## config.mk

```make
export PLATFORM = sky130hd
export DESIGN_NAME = alu_cc_sequencer
export DESIGN_NICKNAME = d
export VERILOG_FILES = /design/src/rtl/alu_cc_sequencer.sv
export SDC_FILE = /design/constraint.sdc
export NUM_CORES = 1
export LEC_CHECK = 0
export ABC_CLOCK_PERIOD_IN_PS = 6500
export CORE_MARGIN = 2
export CORE_UTILIZATION = 52
export CTS_CLUSTER_SIZE = 20
export DETAILED_ROUTE_END_ITERATION = 7
export GPL_TIMING_DRIVEN = 0
export PLACE_DENSITY = 0.87
export SETUP_SLACK_MARGIN = 0.4
export SLEW_MARGIN = 20
export SYNTH_ARGS = -nofsm -noshare
export SYNTH_HDL_FRONTEND = slang
export SYNTH_SLANG_ARGS = --single-unit
```

## constraint.sdc

```tcl
create_clock -name clk -period 6.5 [get_ports clk]
set_input_delay 1.625 -clock clk [delete_from_list [all_inputs] [get_ports clk]]
set_output_delay 1.625 -clock clk [all_outputs]
set_load 0.05 [all_outputs]
```

## src/rtl/alu_cc_sequencer.sv

```systemverilog
// Multi-cycle Y86 OPq unit: pushes a 64-bit add/sub/and/xor through one shared
// CHUNK_W-bit slice, lowest chunk first, and updates ZF/SF/OF at completion.
module alu_cc_sequencer #(
   parameter int CHUNK_W = 16
) (
   input  logic        clk,
   input  logic        rst_n,
   input  logic        in_valid,
   output logic        in_ready,
   input  logic [3:0]  ifun,
   input  logic [63:0] val_a,
   input  logic [63:0] val_b,
   input  logic        set_cc,
   output logic        out_valid,
   input  logic        out_ready,
   output logic [63:0] val_e,
   output logic [2:0]  cc,
   output logic        err,
   output logic        busy
);
   localparam int N  = 64 / CHUNK_W;
   localparam int CW = (N > 1) ? $clog2(N) : 1;

   typedef enum logic [1:0] {IDLE, CALC, DONE} state_t;

   state_t        state_q;
   logic [1:0]    op_q;
   logic [63:0]   a_q, b_q;
   logic          set_cc_q;
   logic [CW-1:0] cnt_q;
   logic          carry_q;
   logic          nz_q;
   logic [63:0]   val_e_q;
   logic          err_q;
   logic [2:0]    cc_q;

   logic [CHUNK_W-1:0] a_chunk [N];
   logic [CHUNK_W-1:0] b_chunk [N];

   generate
      for (genvar gi = 0; gi < N; gi++) begin : g_slice
         assign a_chunk[gi] = a_q[gi*CHUNK_W +: CHUNK_W];
         assign b_chunk[gi] = b_q[gi*CHUNK_W +: CHUNK_W];
      end
   endgenerate

   logic [CHUNK_W-1:0] a_sel, b_sel, a_eff, res_d;
   logic [CHUNK_W:0]   sum_d;
   logic               is_sub, cin, last, of_d, zf_d;
   logic [2:0]         cc_d;

   always_comb begin
      a_sel  = a_chunk[cnt_q];
      b_sel  = b_chunk[cnt_q];
      is_sub = (op_q == 2'd1);
      a_eff  = is_sub ? ~a_sel : a_sel;
      // Subtraction injects its +1 at chunk 0; later chunks take the registered carry.
      cin    = (cnt_q == '0) ? is_sub : carry_q;
      sum_d  = {1'b0, b_sel} + {1'b0, a_eff} + {{CHUNK_W{1'b0}}, cin};
      case (op_q)
         2'd2:    res_d = b_sel & a_sel;
         2'd3:    res_d = b_sel ^ a_sel;
         default: res_d = sum_d[CHUNK_W-1:0];
      endcase
      last = (cnt_q == CW'(N - 1));
      case (op_q)
         2'd0:    of_d = (a_q[63] == b_q[63]) && (res_d[CHUNK_W-1] != a_q[63]);
         2'd1:    of_d = (a_q[63] != b_q[63]) && (res_d[CHUNK_W-1] != b_q[63]);
         default: of_d = 1'b0;
      endcase
      zf_d = !(nz_q || (|res_d));
      cc_d = {zf_d, res_d[CHUNK_W-1], of_d};
   end

   always_ff @(posedge clk or negedge rst_n) begin
      if (!rst_n) begin
         state_q  <= IDLE;
         op_q     <= 2'd0;
         a_q      <= '0;
         b_q      <= '0;
         set_cc_q <= 1'b0;
         cnt_q    <= '0;
         carry_q  <= 1'b0;
         nz_q     <= 1'b0;
         val_e_q  <= '0;
         err_q    <= 1'b0;
         cc_q     <= 3'b100;
      end else begin
         case (state_q)
            IDLE: begin
               if (in_valid) begin
                  op_q     <= ifun[1:0];
                  a_q      <= val_a;
                  b_q      <= val_b;
                  set_cc_q <= set_cc;
                  cnt_q    <= '0;
                  carry_q  <= 1'b0;
                  nz_q     <= 1'b0;
                  val_e_q  <= '0;
                  err_q    <= |ifun[3:2];
                  state_q  <= (|ifun[3:2]) ? DONE : CALC;
               end
            end
            CALC: begin
               for (int k = 0; k < N; k++) begin
                  if (cnt_q == CW'(k)) val_e_q[k*CHUNK_W +: CHUNK_W] <= res_d;
               end
               carry_q <= sum_d[CHUNK_W];
               nz_q    <= nz_q | (|res_d);
               cnt_q   <= cnt_q + 1'b1;
               if (last) begin
                  state_q <= DONE;
                  if (set_cc_q) cc_q <= cc_d;
               end
            end
            DONE: begin
               if (out_ready) state_q <= IDLE;
            end
            default: state_q <= IDLE;
         endcase
      end
   end

   assign in_ready  = (state_q == IDLE);
   assign out_valid = (state_q == DONE);
   assign busy      = (state_q != IDLE);
   assign val_e     = val_e_q;
   assign err       = err_q;
   assign cc        = cc_q;
endmodule

```

Yosys cells after proc, flatten, opt, wreduce, memory -nomap -nowiden
Cells that the tools add are included.
{"block": "word_totals", "ff_bits": 205, "inputBits": 137}
{"block": "classes", "n_addsub": 3, "magnitude_cmp": 1, "n_eq_ne": 18, "n_mux": 26, "bitwise": 5, "n_reduce_logical": 19}
{"op": "16-bit 2-to-1 mux", "n": 9}
{"op": "64-bit one-hot mux with 2 select lines", "n": 1}
{"op": "16-bit binary-select mux with 2-bit select", "n": 2}
{"op": "64-bit 2-to-1 mux", "n": 1}
{"op": "16-bit one-hot mux with 2 select lines", "n": 1}
{"op": "3-bit AND reduction", "n": 6}
{"op": "16-bit by 16-bit adder with 17-bit output", "n": 1}
{"op": "17-bit by 1-bit adder with 17-bit output", "n": 1}
{"op": "16-bit bitwise AND", "n": 1}
{"op": "16-bit NOT", "n": 1}
{"op": "16-bit OR reduction", "n": 1}
{"op": "16-bit XOR", "n": 1}
{"op": "2-bit == test, second input constant", "n": 5}
{"op": "2-bit 2-to-1 mux", "n": 5}
{"op": "2-bit != test, second input constant", "n": 5}
{"op": "2-bit by 1-bit == test with 1-bit output, second input constant", "n": 3}
{"op": "2-bit zero test", "n": 3}
{"op": "1-bit one-hot mux with 2 select lines", "n": 3}
{"op": "2-bit one-hot mux with 3 select lines", "n": 1}
{"op": "2-bit one-hot mux with 2 select lines", "n": 1}
{"op": "2-bit AND reduction", "n": 2}
{"op": "2-bit nonzero test", "n": 2}
{"op": "3-bit >= comparator, second input constant", "n": 1}
{"op": "1-bit != test", "n": 3}
{"op": "other kinds (10)", "n": 12}

Depth between registers and ports, before layout
Gate-level depths: netlist (run 1).
{"block": "depth", "depth_word": 12, "ltp_mapped": 16, "depth_no_buf": 13}

Worst setup path before layout (run 1)
OpenSTA, ideal clock, no wires.
{"block": "synth_path", "path_type": "reg-to-reg", "from": "register cnt_q[0]", "to": "register cc_q[2], in the netlist cc[2]", "setup_time_ps": 61, "arrival_time_ps": 5129, "t_required_ps": 6439, "setup_slack_ps": 1309, "path_stages_with_launch": 17, "synth_period_minus_slack_ps": 5191, "path_cell_list": "dfrtp_1 > clkbuf_1 > buf_1 > clkbuf_1 > inv_1 > ha_1 > mux2i_1 > fa_1 > fa_1 > a211oi_1 > o21ai_1 > xnor2_1 > o211ai_1 > or4_1 > or4_1 > nor4_2 > mux2_1"}
{"block": "synth_between", "elab_chain_len": 12}
{"item": "from (decl)", "line_no": "30", "rtl": "logic [CW-1:0] cnt_q;"}
{"item": "from (signal assigned)", "line_no": "110", "rtl": "cnt_q <= cnt_q + 1'b1;"}
{"item": "2-bit NOT with 3-bit output (not written as such)", "line_no": "53, 54"}
{"item": "16-bit binary-select mux with 2-bit select", "line_no": "53", "rtl": "a_sel = a_chunk[cnt_q];"}
{"item": "16-bit 2-to-1 mux (not written as such) (2 in a row)", "line_no": "53"}
{"item": "16-bit NOT", "line_no": "56", "rtl": "a_eff = is_sub ? ~a_sel : a_sel;"}
{"item": "16-bit 2-to-1 mux", "line_no": "56"}
{"item": "16-bit by 16-bit adder with 17-bit output", "line_no": "59", "rtl": "sum_d = {1'b0, b_sel} + {1'b0, a_eff} + {{CHUNK_W{1'b0}}, cin};"}
{"item": "17-bit by 1-bit adder with 17-bit output", "line_no": "59"}
{"item": "16-bit one-hot mux with 2 select lines", "line_no": "60", "rtl": "case (op_q)"}
{"item": "16-bit OR reduction", "line_no": "71", "rtl": "zf_d = !(nz_q || (|res_d));"}
{"item": "1-bit logical OR", "line_no": "71"}
{"item": "1-bit zero test", "line_no": "71"}
{"item": "to (signal assigned)", "line_no": "87", "rtl": "cc_q <= 3'b100;"}
{"item": "to (signal assigned)", "line_no": "113", "rtl": "if (set_cc_q) cc_q <= cc_d;"}
{"item": "to (decl)", "line_no": "35", "rtl": "logic [2:0] cc_q;"}
Several ways; a longest one is shown, not always the timed one. The select of a mux whose other input is x is not followed.
A chain may end at the register's enable or synchronous reset.

Final worst setup path (run 1)
{"block": "layout_path", "from": "register op_q[0]", "to": "register cc_q[2], in the netlist cc[2]"}
{"block": "layout_between", "elab_chain_len": 8}
{"item": "from (decl)", "line_no": "27", "rtl": "logic [1:0] op_q;"}
{"item": "from (signal assigned)", "line_no": "92", "rtl": "op_q <= ifun[1:0];"}
{"item": "2-bit by 1-bit == test with 1-bit output", "line_no": "55", "rtl": "is_sub = (op_q == 2'd1);"}
{"item": "16-bit 2-to-1 mux", "line_no": "56"}
{"item": "16-bit by 16-bit adder with 17-bit output", "line_no": "59"}
{"item": "17-bit by 1-bit adder with 17-bit output", "line_no": "59"}
{"item": "16-bit one-hot mux with 2 select lines *", "line_no": "60"}
{"item": "16-bit OR reduction *", "line_no": "71"}
{"item": "1-bit logical OR *", "line_no": "71"}
{"item": "1-bit zero test *", "line_no": "71"}
Mark *: on every way between the ends. The rest lies on a longest branch, timed or not.

==> metrics.txt, run 1 <==
leakage just over 6 nW; Clock Latency Late Sink 0.51 ns; Slew Viols, Final 0; sequential share of the synthesized area ~51%; clock share of power 15.6%; P_sw 3.77 mW; Final Instance Area roughly 13000 um^2; wire per inst 19.3 um; WP data required 6.95 ns; Critical Path Source Type flop; min Tclk post-route 5.90 ns; TritonCTS clock tree done; initial antenna violation count 0; Final period util between 90 and 100%; Worst slew margin roughly two fifths; antenna cells 0; drt via density 5.73; core area 18800 um^2; setup repair bufs after CTS 0; dpl ws roughly 0.13 ns; Worst VDD drop roughly 0.00031 V; gr usage total about 30%; Async SR Flop Fraction 100%; DRC violations left 0; 1st-pass router iterations 6; Num CTS Buffers 22; syn nets 1226; I/O Pins between 200 and 250; logic gate share of total power 58.0%; Critical Path Sink Type flop; Reg clk slew, reported paths 0.06 ns; Sw Ratio a little under half; starting density of the core ~53%; clock sinks 205; Int Pwr 4.32 mW; vias in the first global route 8819; Seq cells post-synth a little over 200; Post-Layout Cell Count 1561; EDFF count, synth 0; Cells after Synth 1052; worst setup margin 0.597 ns; # resized after CTS 3; MaxCap Viol Count 0; part of the power in registers roughly a quarter; unrepaired setup endpoints after global routing false; outcome finished clean; IO buf count 207; grt ovf 0; largest net degree at the start of global routing around 110; Tot Pwr 8.08 mW; die height 143 um; Hold Buf Count CTS 0; final setup violation count 0; Pwr per Cell Area roughly 610 nW/um^2; Synth top area share 50.7%; share of cells above drive strength 1 7.30%; final wirelength 30100 um; Worst EP arrival 6.35 ns; die footprint 20500 um^2; Area contributors post-synth dfrtp_1, nand2_1, mux4_2; root buffer cell clkbuf_16; Clock Skews 0.0140 ns; Most used DFF post-synth dfrtp_1; largest area contributor in the netlist dfrtp_1; Netlist cell types 59; maximum clock insertion buffer count 3; routability congestion estimate approximately 0.94; Warnings, synthesis 0; drt initial violations around 750; synthesized area per cell 9.57 um^2; Final Util a little over two thirds; first-pass GRT wire length ~47000 um; HPWL after DPL 21900 um; via count roughly 8900; Area Growth Syn to Fin 31.8%; Mapped Area a little over 10000 um^2; H-tree Lvls 1; most common cell after layout, fill and taps aside nand2_1; DRT antenna net count 0; Setup CP Type flop to flop; commonest cells after routing, fill and taps aside nand2_1, clkdlybuf4s50_1, dfrtp_1; Layout Nets 1459; dpl cells 1521; final hold slack between 0.4 and 0.5 ns; final hold viol count 0; Die W 143 um; Max Freq 169 MHz; standard-cell row count 50; placed cell area 12500 um^2; Hold Crit Class flop to flop; Setup TNS 0 ns; slew at the pin with the worst max-slew slack 0.884 ns; Crit Path Max Fanout 10
[cell type report]
type | count | area [um^2]
Timing Repair Buffer | 209 | 2130
Sequential cell | 205 | 5130
Clock buffer | 32 | 649
Fill cell | 1314 | 5560
Buffer | 54 | 236
Clock inverter | 8 | 80.1
Inverter | 6 | 22.5
Tap cell | 260 | 325
Multi-Input combinational cell | 787 | 4690
[metal layers]
| metal | global-route usage [%] | up-vias | share of wire (%) |
|---|---|---|---|
| met5 | 0 | - | 0 |
| met4 | 11.2 | 0 | 3.9 |
| met3 | 6.24 | 86 | 9.7 |
| met2 | 48.6 | 524 | 47 |
| met1 | 39.6 | 4324 | 39 |
| li1 | - | 4005 | - |
[Yosys cell counts (8+ instances only)]
| master | n |
|---|---|
| mux4_2 | 32 |
| nand2_1 | 457 |
| xnor2_1 | 21 |
| a21oi_1 | 24 |
| a22o_1 | 28 |
| ha_1 | 35 |
| o21ai_0 | 51 |
| nand2b_1 | 8 |
| dfrtp_1 | 204 |
| nor2_1 | 29 |
| clkbuf_1 | 44 |
| mux2i_1 | 14 |
[cell families after synthesis]
logic type / Yosys count / share of synthesized area [%]
AND/OR/NAND/NOR: 531 / 21.2
flip-flops: 205 / 51.0
AO/OA/AOI/OAI: 142 / 9.28
adder cells (fa/ha/maj): 37 / 4.75
XOR/XNOR: 25 / 2.17
multiplexers: 52 / 9.22
buffers and inverters: 60 / 2.46
[final timing paths]
check	start	to	slack (ns)	cells past startpoint
worst max-delay path	op_q[0]	cc[2]	0.60	16
worst min-delay path	b_q[52]	b_q[52]	0.47	2
worst max register to register	op_q[0]	cc[2]	0.60	16
worst min register to register	b_q[52]	b_q[52]	0.47	2
max in group asynchronous	rst_n	b_q[8]	4.48	3
min in group asynchronous	rst_n	val_e[16]	0.88	1
[flip-flops by register name, indices dropped and copies added (netlist names)]
| register | count |
|---|---|
| err | 1 |
| state_q | 2 |
| carry_q | 1 |
| cnt_q | 2 |
| cc | 3 |
| b_q | 64 |
| op_q | 2 |
| set_cc_q | 1 |
| nz_q | 1 |
| a_q | 64 |
| val_e | 64 |
[critical path: stages (launching register included)]
cell and delay [ns]:
dfrtp_1 0.36, buf_4 0.17, buf_6 0.17, clkbuf_1 0.35
nand2_1 0.53, clkbuf_1 0.63, mux2i_1 0.24, fa_1 0.49
fa_1 0.44, a211oi_1 0.42, o21ai_1 0.19, xnor2_1 0.29
o211ai_1 0.11, or4_1 0.48, or4_1 0.51, nor4_2 0.28
mux2_1 0.18
[power by group through the flow]
stage	Combinational [mW]	Clock (mW)	Sequential, mW
after CTS	4.62	1.27	2.12
after detailed placement	4.56	0	2.13
after global routing	5.10	1.32	2.18
after global placement	4.43	0	2.10
after floorplan	2.94	0	2.40
final	4.69	1.26	2.13
Power figures use the tool's default switching activity.
==> inputs of run 2 (changes only) <==
--- a/config.mk
+++ b/config.mk
@@ -7,11 +7,13 @@
 export LEC_CHECK = 0
 export ABC_CLOCK_PERIOD_IN_PS = 6500
 export CORE_MARGIN = 2
-export CORE_UTILIZATION = 52
+export CORE_UTILIZATION = 64
 export CTS_CLUSTER_SIZE = 20
 export DETAILED_ROUTE_END_ITERATION = 7
+export DONT_BUFFER_PORTS = 1
+export GPL_ROUTABILITY_DRIVEN = 0
 export GPL_TIMING_DRIVEN = 0
-export PLACE_DENSITY = 0.87
+export PLACE_DENSITY = 0.86
 export SETUP_SLACK_MARGIN = 0.4
 export SLEW_MARGIN = 20
 export SYNTH_ARGS = -nofsm -noshare
==> metrics.txt, run 2 (synthesis results as in run 1) <==
core area 15300 um^2; slew at the pin with the worst max-slew slack between 1 and 1.5 ns; largest net degree at the start of global routing 206; MaxCap Viol Count 0; min Tclk post-route 5.86 ns; commonest cells after routing, fill and taps aside nand2_1, dfrtp_1, o21ai_0; final setup violation count 0; drt initial violations 596; IO buf count 0; most common cell after layout, fill and taps aside nand2_1; Worst slew margin 32.6%; DRC violations left 0; final hold viol count 0; die height 129 um; I/O Pins 208; R2R cell count 16; WP depth 16; die footprint 16800 um^2; standard-cell row count 45; share of cells above drive strength 1 around 8.5%; Max Freq 171 MHz; crit-path cells clkbuf_1 > clkbuf_1 > clkbuf_2 > inv_1 > ha_1 > mux2i_1 > fa_1 > fa_1 > a211oi_1 > o21ai_1 > xnor2_1 > o211ai_1 > or4_1 > or4_1 > nor4_2 > mux2_1; grt ovf 0; gr usage total 32.2%; via count 7945; WHS Path Cells 2; Min-Delay Startpoint b_q[55]; starting density of the core 65.8%; initial antenna violation count 0; root buffer cell clkbuf_16; crit-path max cell delay 0.56 ns; Top delay family on crit path buffers and inverters; Hold Buf Count CTS 0; hold endpoint b_q[55]; Die W 129 um; final wirelength 26700 um; wire per inst just over 20 um; Num CTS Buffers 20; 1st-pass router iterations 5; CP bufs+invs 4; Clock Latency Late Sink 0.50 ns; Setup CP Type flop to flop; Setup TNS 0 ns; final-layout fill cell count about 1100; vias in the first global route between 7000 and 8000; Slowest-stage cell, CP clkbuf_1; maximum clock insertion buffer count 3; unrepaired setup endpoints after global routing false; worst r2r src cnt_q[1]; DRT antenna net count 0; Clock Skews ~0.022 ns; Crit Path Max Fanout 10; Reg clk slew, reported paths around 0.07 ns; TritonCTS clock tree done; Slew Viols, Final 0; Hold Crit Class flop to flop; Worst EP arrival roughly 6.3 ns; Layout Nets 1248; outcome finished clean; Critical Path Sink Type flop; Area Growth Syn to Fin 9.39%; WP data required 6.93 ns; setup repair bufs after CTS 0; H-tree Lvls 1; Final Util between 70% and 80%; Final period util 90.2%; R2R Setup Slk 0.64 ns; Critical Path Source Type flop; drt via density ~6.1; clock sinks 205; first-pass GRT wire length 41700 um; FF-to-FF End cc[2]; HPWL after DPL 19200 um
==> run 2: changes by cell type in the layout (fill, tap and decap cells not counted), moves of 2 or more <==
cell	previous run	this run
clkdlybuf4s50_1	206	0
buf_16	2	0
clkbuf_1	47	43
clkbuf_16	23	21
==> run 2: final cells by class <==
type / count / area, um^2 / area share (%)
sequential: 205 / 5130 / 46.6
buffer: 54 / 231 / 2.10
clock inverter: 9 / 82.6 / 0.750
clock buffer: 27 / 588 / 5.34
inverter: 6 / 22.5 / 0.204
antenna: 1 / 2.50 / 0.0227
tap: 211 / 264 / 2.40
multi-input combinational: 787 / 4690 / 42.6
==> run 2: through the flow <==
step                      cells  worst slack, ns  hold WS, ns  instance area, um^2
after floorplan            1052             1.31        0.440                10100
after global placement     1263            0.226        0.452                10300
after detailed placement   1263            0.101        0.457                10300
after CTS                  1299            0.477        0.476                11000
after global routing       1299            0.424        0.486                11000
final                      1300            0.636        0.473                11000
==> run 2: tightest hold or removal path, cell delays in order (launching register included) <==
cell and delay [ns]:
dfrtp_1 0.34, nand2_1 0.05, nand2_1 0.05
==> run 2: timing repair <==
item | in CTS | in global routing
gates cloned | 0 | 0
endpoints found under the setup margin | 6 | 3
resized for setup | 2 | 5
==> run 2: worst max path at each step <==
stage,start,to,slack (ns)
after global placement,cnt_q[0],cc[2],0.23
after CTS,cnt_q[1],cc[2],0.48
after global routing,cnt_q[1],cc[2],0.42
after detailed placement,cnt_q[0],cc[2],0.10
after floorplan,cnt_q[0],cc[2],1.31
final,cnt_q[1],cc[2],0.64
==> run 2: per-layer routing <==
metal,global-route usage (%),vias up,routed length [um],share of wire [%]
met5,0,-,0,0
met4,10.4,0,1070,4.0
met3,9.50,80,2960,11
met2,52.6,438,12600,47
met1,42.1,3848,10000,38
li1,-,3579,-,-
Power of run 2 is not shown: default switching activity piles up to over one toggle a cycle in this logic, so the estimate is an artifact.
